**src/rtl/fetch_controller_pkg.sv**
```systemverilog
// Shared types and constants for the instruction fetch controller and its prefetch FIFO.
package fetch_controller_pkg;

  typedef enum logic [1:0] {
    ST_BOOT = 2'd0,
    ST_RUN  = 2'd1,
    ST_HALT = 2'd2
  } fetch_state_e;

  localparam int unsigned INSTR_W          = 32;
  localparam logic [31:0] NOP_INSTR        = 32'h0000_0013;
  localparam logic [31:0] DEFAULT_RESET_PC = 32'h0000_0000;

  function automatic logic is_word_aligned(input logic [1:0] lsb);
    return lsb == 2'b00;
  endfunction

endpackage

```
**src/rtl/fetch_controller_fifo.sv**
```systemverilog
// Prefetch FIFO: synchronous push/pop with flush; head entry is readable without a pop.
module fetch_fifo #(
  parameter int unsigned WIDTH = 64,
  parameter int unsigned DEPTH = 2,
  localparam int unsigned PTR_W = (DEPTH > 1) ? $clog2(DEPTH) : 1,
  localparam int unsigned CNT_W = $clog2(DEPTH) + 1
) (
  input  logic             clk,
  input  logic             rst_n,
  input  logic             push,
  input  logic [WIDTH-1:0] push_data,
  input  logic             pop,
  input  logic             flush,
  output logic [WIDTH-1:0] head_data,
  output logic [CNT_W-1:0] count
);

  logic [WIDTH-1:0] mem [DEPTH];
  logic [PTR_W-1:0] wr_ptr;
  logic [PTR_W-1:0] rd_ptr;
  logic             do_push;
  logic             do_pop;

  // A push into a full FIFO is legal when the head leaves in the same cycle.
  always_comb begin
    do_pop  = pop && (count != '0);
    do_push = push && ((count < CNT_W'(DEPTH)) || do_pop);
  end

  always_ff @(posedge clk) begin
    if (!rst_n) begin
      wr_ptr <= '0;
      rd_ptr <= '0;
      count  <= '0;
      for (int unsigned i = 0; i < DEPTH; i++) begin
        mem[i] <= '0;
      end
    end else if (flush) begin
      wr_ptr <= '0;
      rd_ptr <= '0;
      count  <= '0;
    end else begin
      if (do_push) begin
        mem[wr_ptr] <= push_data;
        wr_ptr      <= wr_ptr + PTR_W'(1);
      end
      if (do_pop) begin
        rd_ptr <= rd_ptr + PTR_W'(1);
      end
      if (do_push && !do_pop) begin
        count <= count + CNT_W'(1);
      end else if (do_pop && !do_push) begin
        count <= count - CNT_W'(1);
      end
    end
  end

  assign head_data = mem[rd_ptr];

endmodule

```
**src/rtl/fetch_controller.sv**
```systemverilog
// Fetch sequencer: owns the PC, drives instruction memory and feeds decode through a prefetch FIFO.
module fetch_controller
  import fetch_controller_pkg::*;
#(
  parameter int unsigned          ADDR_W     = 32,
  parameter logic [ADDR_W-1:0]    RESET_PC   = ADDR_W'(DEFAULT_RESET_PC),
  parameter int unsigned          FIFO_DEPTH = 2
) (
  input  logic               clk,
  input  logic               rst_n,
  output logic [ADDR_W-1:0]  imem_addr,
  input  logic [INSTR_W-1:0] imem_instr,
  output logic               out_valid,
  input  logic               out_ready,
  output logic [INSTR_W-1:0] out_instr,
  output logic [ADDR_W-1:0]  out_pc,
  input  logic               redirect_valid,
  input  logic [ADDR_W-1:0]  redirect_pc,
  input  logic               halt_req,
  output logic               halted,
  output logic               fetch_err
);

  localparam int unsigned CNT_W = $clog2(FIFO_DEPTH) + 1;
  localparam int unsigned ENT_W = INSTR_W + ADDR_W;

  fetch_state_e         state;
  logic [ADDR_W-1:0]    pc;
  logic [CNT_W-1:0]     fifo_count;
  logic [ENT_W-1:0]     fifo_head;
  logic                 redirect_take;
  logic                 fifo_full;
  logic                 pop;
  logic                 fetch;

  // Once a fault has been latched every redirect is ignored; only reset recovers.
  always_comb begin
    redirect_take = redirect_valid && !fetch_err;
    fifo_full     = (fifo_count == CNT_W'(FIFO_DEPTH));
    out_valid     = (fifo_count != '0) && !redirect_take;
    pop           = out_valid && out_ready;
    fetch         = (state == ST_RUN) && !redirect_take && !halt_req && (!fifo_full || pop);
  end

  always_ff @(posedge clk) begin
    if (!rst_n) begin
      state     <= ST_BOOT;
      pc        <= RESET_PC;
      halted    <= 1'b0;
      fetch_err <= 1'b0;
    end else if (redirect_take) begin
      if (is_word_aligned(redirect_pc[1:0])) begin
        pc     <= redirect_pc;
        state  <= ST_RUN;
        halted <= 1'b0;
      end else begin
        state     <= ST_HALT;
        halted    <= 1'b1;
        fetch_err <= 1'b1;
      end
    end else begin
      unique case (state)
        ST_BOOT: state <= ST_RUN;
        ST_RUN: begin
          if (halt_req) begin
            state  <= ST_HALT;
            halted <= 1'b1;
          end else if (fetch) begin
            pc <= pc + ADDR_W'(4);
          end
        end
        ST_HALT: state <= ST_HALT;
        default: state <= ST_BOOT;
      endcase
    end
  end

  fetch_fifo #(
    .WIDTH (ENT_W),
    .DEPTH (FIFO_DEPTH)
  ) u_fifo (
    .clk       (clk),
    .rst_n     (rst_n),
    .push      (fetch),
    .push_data ({imem_instr, pc}),
    .pop       (pop),
    .flush     (redirect_take),
    .head_data (fifo_head),
    .count     (fifo_count)
  );

  assign imem_addr = pc;
  assign out_instr = fifo_head[ENT_W-1:ADDR_W];
  assign out_pc    = fifo_head[ADDR_W-1:0];

endmodule

```
**config.mk**
```make
export PLATFORM = sky130hd
export DESIGN_NAME = fetch_controller
export DESIGN_NICKNAME = d
export VERILOG_FILES = /design/src/rtl/fetch_controller_pkg.sv /design/src/rtl/fetch_controller_fifo.sv /design/src/rtl/fetch_controller.sv
export SDC_FILE = /design/constraint.sdc
export NUM_CORES = 1
export LEC_CHECK = 0
export ABC_AREA = 1
export BUFFER_PORTS_ARGS = -buffer_cell sky130_fd_sc_hd__buf_4
export CAP_MARGIN = 20
export CORE_ASPECT_RATIO = 0.75
export CORE_UTILIZATION = 25
export CTS_CLUSTER_SIZE = 12
export DETAILED_ROUTE_END_ITERATION = 6
export GPL_ROUTABILITY_DRIVEN = 0
export SLEW_MARGIN = 20
export SYNTH_ARGS = -nofsm -noshare
export SYNTH_HDL_FRONTEND = slang
export SYNTH_HIERARCHICAL = 1
export SYNTH_SLANG_ARGS = --single-unit
```
**constraint.sdc**
```tcl
create_clock -name clk -period 4.8 [get_ports clk]
set_input_delay 0.24 -clock clk [delete_from_list [all_inputs] [get_ports clk]]
set_output_delay 0.24 -clock clk [all_outputs]
set_load 0.03 [all_outputs]
```
==> insert_results.sql <==
INSERT INTO impl_metrics (metric_group, metric, value, unit) VALUES
('yosys', 'syn_area_per_cell', '9.51', 'um^2'),
('setup_path', 'reg2regPathDepth', '9', ''),
('clocking', 'cts_inserted_buffers', '17', ''),
('setup_path', 'worst-path-max-fanout', '64', ''),
('layout', 'layout.cells.most_common_list', 'nor2_1 (185), buf_4 (169), nand2_1 (152)', ''),
('timing', 'fin_worst_hold_slack', '88.7', 'ps'),
('layout', 'nets', '1113', ''),
('pwr', 'peakVddDrop', '0.000182', 'V'),
('timing', 'final_hold_viol_count', '0', ''),
('detailed_routing', 'drt-wirelength-per-cell', '15.7', 'um'),
('floorplan', 'io_pins', '168', ''),
('hold_path', 'min_delay_path_depth', '3', ''),
('yosys', 'syn-instance-count', '890', ''),
('timing', 'drv_slew', '0', ''),
('yosys', 'synth_area', '8460', 'um^2'),
('detailed_routing', 'ant_nets', '0', ''),
('clocking', 'cts_tree', 'built', ''),
('layout', 'area_delta_synth_final', '25.1', '%'),
('floorplan', 'die_area', '34600', 'um^2'),
('clocking', 'h-tree-depth', '4', ''),
('setup_path', 'crit_path_start_kind', 'flop', ''),
('floorplan', 'coreArea', '32900', 'um^2'),
('timing', 'setup-violations-final', '0', ''),
('timing', 'final.period_utilization', '61.6', '%'),
('detailed_routing', 'vias', '6418', ''),
('clocking', 'cts_num_sinks', '169', ''),
('layout', 'drive_above_1_share', '31.1', '%'),
('clocking', 'cts_root_buffer', 'clkbuf_16', ''),
('setup_path', 'required_arrival_time_at_the_worst_endpoint', '4840', 'ps'),
('timing', 'grt_setup_unrepaired', 'false', ''),
('flow_run', 'drv_cap', '0', ''),
('global_route', 'grt_antenna_before_repair', '0', ''),
('global_route', 'grt_pass1_vias', '6328', ''),
('timing', 'worst-slew-pin-transition', '994', 'ps'),
('detailed_routing', 'initialDrtViolationCount', '447', ''),
('pwr', 'pd_cells', '319', 'nW/um^2'),
('clocking', 'worst_setup_hold_path_clk_slew', '70', 'ps'),
('yosys', 'ys_seq_area_share', '55.1', '%'),
('layout', 'postLayoutCoreUtil', '32.2', '%'),
('floorplan', 'die_w', '214', 'um'),
('global_route', 'grt_max_degree', '66', ''),
('detailed_routing', 'drt_pre_antenna_iters', '5', ''),
('setup_path', 'worstSetupEndpointType', 'flop', ''),
('place', 'place.detailed.hpwl', '15800', 'um'),
('layout', 'final_common_cell', 'nor2_1', ''),
('yosys', 'synth_flop_cell', 'edfxtp_1', ''),
('floorplan', 'row_count', '57', ''),
('timing', 'tns', '0', 'ps'),
('yosys', 'postSynth.asyncResetShare', '0', '%'),
('clocking', 'cts_setup_buffers', '0', ''),
('place', 'numPortBuffers', '167', ''),
('timing', 'timing.slew.headroom', '33.8', '%'),
('detailed_routing', 'drcViolationCount', '0', ''),
('detailed_routing', 'routed_vias_inst', '4.29', ''),
('hold_path', 'min_path_type', 'input pin to flop', ''),
('clocking', 'post_cts_resize_count', '0', ''),
('global_route', 'track_usage', '13.8', '%'),
('timing', 'fin_worst_skew', '14.5', 'ps'),
('floorplan', 'chipHeight', '161', 'um'),
('global_route', 'grt.overflow.total', '0', ''),
('yosys', 'count_of_distinct_cell_types_in_the_synthesized_netlist', '32', ''),
('detailed_routing', 'drt_wl_total', '23500', 'um'),
('yosys', 'synth-warning-count', '6', ''),
('yosys', 'synth.ff_latch_count', '169', ''),
('clocking', 'clk-insertion-delay-late', '430', 'ps'),
('timing', 'fmaxAchievable', '338', 'MHz'),
('pwr', 'p_leak', '4.14', 'nW'),
('yosys', 'mappedNetlistNets', '963', ''),
('clocking', 'ctsLongestPathBuffers', '2', ''),
('global_route', 'grt_pass1_wl', '36300', 'um'),
('layout', 'n_antenna_cell', '0', ''),
('setup_path', 'wp_data_arrival', '2990', 'ps'),
('status', 'status', 'completed', ''),
('floorplan', 'start_util', '25.7', '%'),
('timing', 'layout_min_cycle_time', '2950', 'ps'),
('clocking', 'cts.hold.buffers_added', '0', ''),
('setup_path', 'timing_worst_setup_path_type', 'flop to flop', ''),
('yosys', 'synth-edff-count', '128', '');
==> sequential cells by signal (all words and copies together), names as in the netlist, named ones only <==
name           cells
state              2
u_fifo/mem       128
halted             1
fetch_err          1
u_fifo/wr_ptr      1
imem_addr         32
u_fifo/rd_ptr      1
u_fifo/count       2
==> layer usage <==
| layer | vias to the layer above | wire (um) | GRT usage (%) |
|---|---|---|---|
| met4 | 0 | 191 | 3.05 |
| met5 | - | 0 | 0 |
| met3 | 12 | 1140 | 3.13 |
| li1 | 3185 | - | - |
| met1 | 3020 | 11800 | 19.7 |
| met2 | 201 | 10400 | 21.1 |
==> path summary, 6_finish.rpt <==
check	startpoint	to	slack, ps
worst max-delay path	fetch_err	u_fifo/mem[1][51]	1850
worst min-delay path	halt_req	halted	90
worst max register to register	fetch_err	u_fifo/mem[1][51]	1850
worst min register to register	halted	halted	490
==> cell families after synthesis <==
kind of cell               after synthesis  share of synthesized area [%]
DFF                                    169                           55.1
adders and majority gates                4                          0.591
muxes                                   64                           8.52
buffers and inverters                  147                           7.98
AOI/OAI and AO/OA                       79                           5.03
and+or+nand+nor                        427                           22.8
==> Yosys cell counts (8+ instances only) <==
cell	number	area share [%]
a21oi_1	41	2.4
buf_6	10	1.3
nand2_1	154	6.8
o21ai_0	21	1.2
mux2_2	64	8.5
nand3_1	31	1.8
nand3_2	8	0.95
edfxtp_1	128	45
nor2_1	185	8.2
nor2_2	19	1.4
dfxtp_1	41	9.7
inv_1	105	4.7
nand2_2	8	0.59
buf_2	19	1.1
nor2_4	10	1.3
==> metrics by stage <==
stage	std cells	setup WS (ps)	instance area, um^2	total power [W]
detailed placement	1463	1850	10000	0.00210
floorplan	890	1300	8460	0.00194
CTS	1495	1830	10600	0.00343
global placement	1463	1900	10000	0.00210
finish	1495	1850	10600	0.00338
global route	1495	1620	10600	0.00351
==> where the power goes <==
group	switching (W)	leakage [nW]	internal, W
Clock	0.000597	0.250	0.000709
Combinational	0.000252	2.23	0.000144
Sequential	0.0000441	1.65	0.00163
Total	0.000894	4.14	0.00248
==> area by class of cell <==
class,count,area [um^2]
sequential,169,4670
multi-input combinational,574,3140
tap,442,553
fill,3406,22300
inverter,109,412
timing repair buffer,169,1270
clock buffer,19,433
clock inverter,13,105
==> worst max-delay path, stage by stage, from the launching register on <==
cell,delay [ps]
dfxtp_1,350
inv_2,60
nand2_4,450
nand2_1,180
nor2_4,160
nand2_4,150
inv_1,90
o21a_1,240
nand3_4,110
nand2_4,730
(Power assumes the default switching activity.)
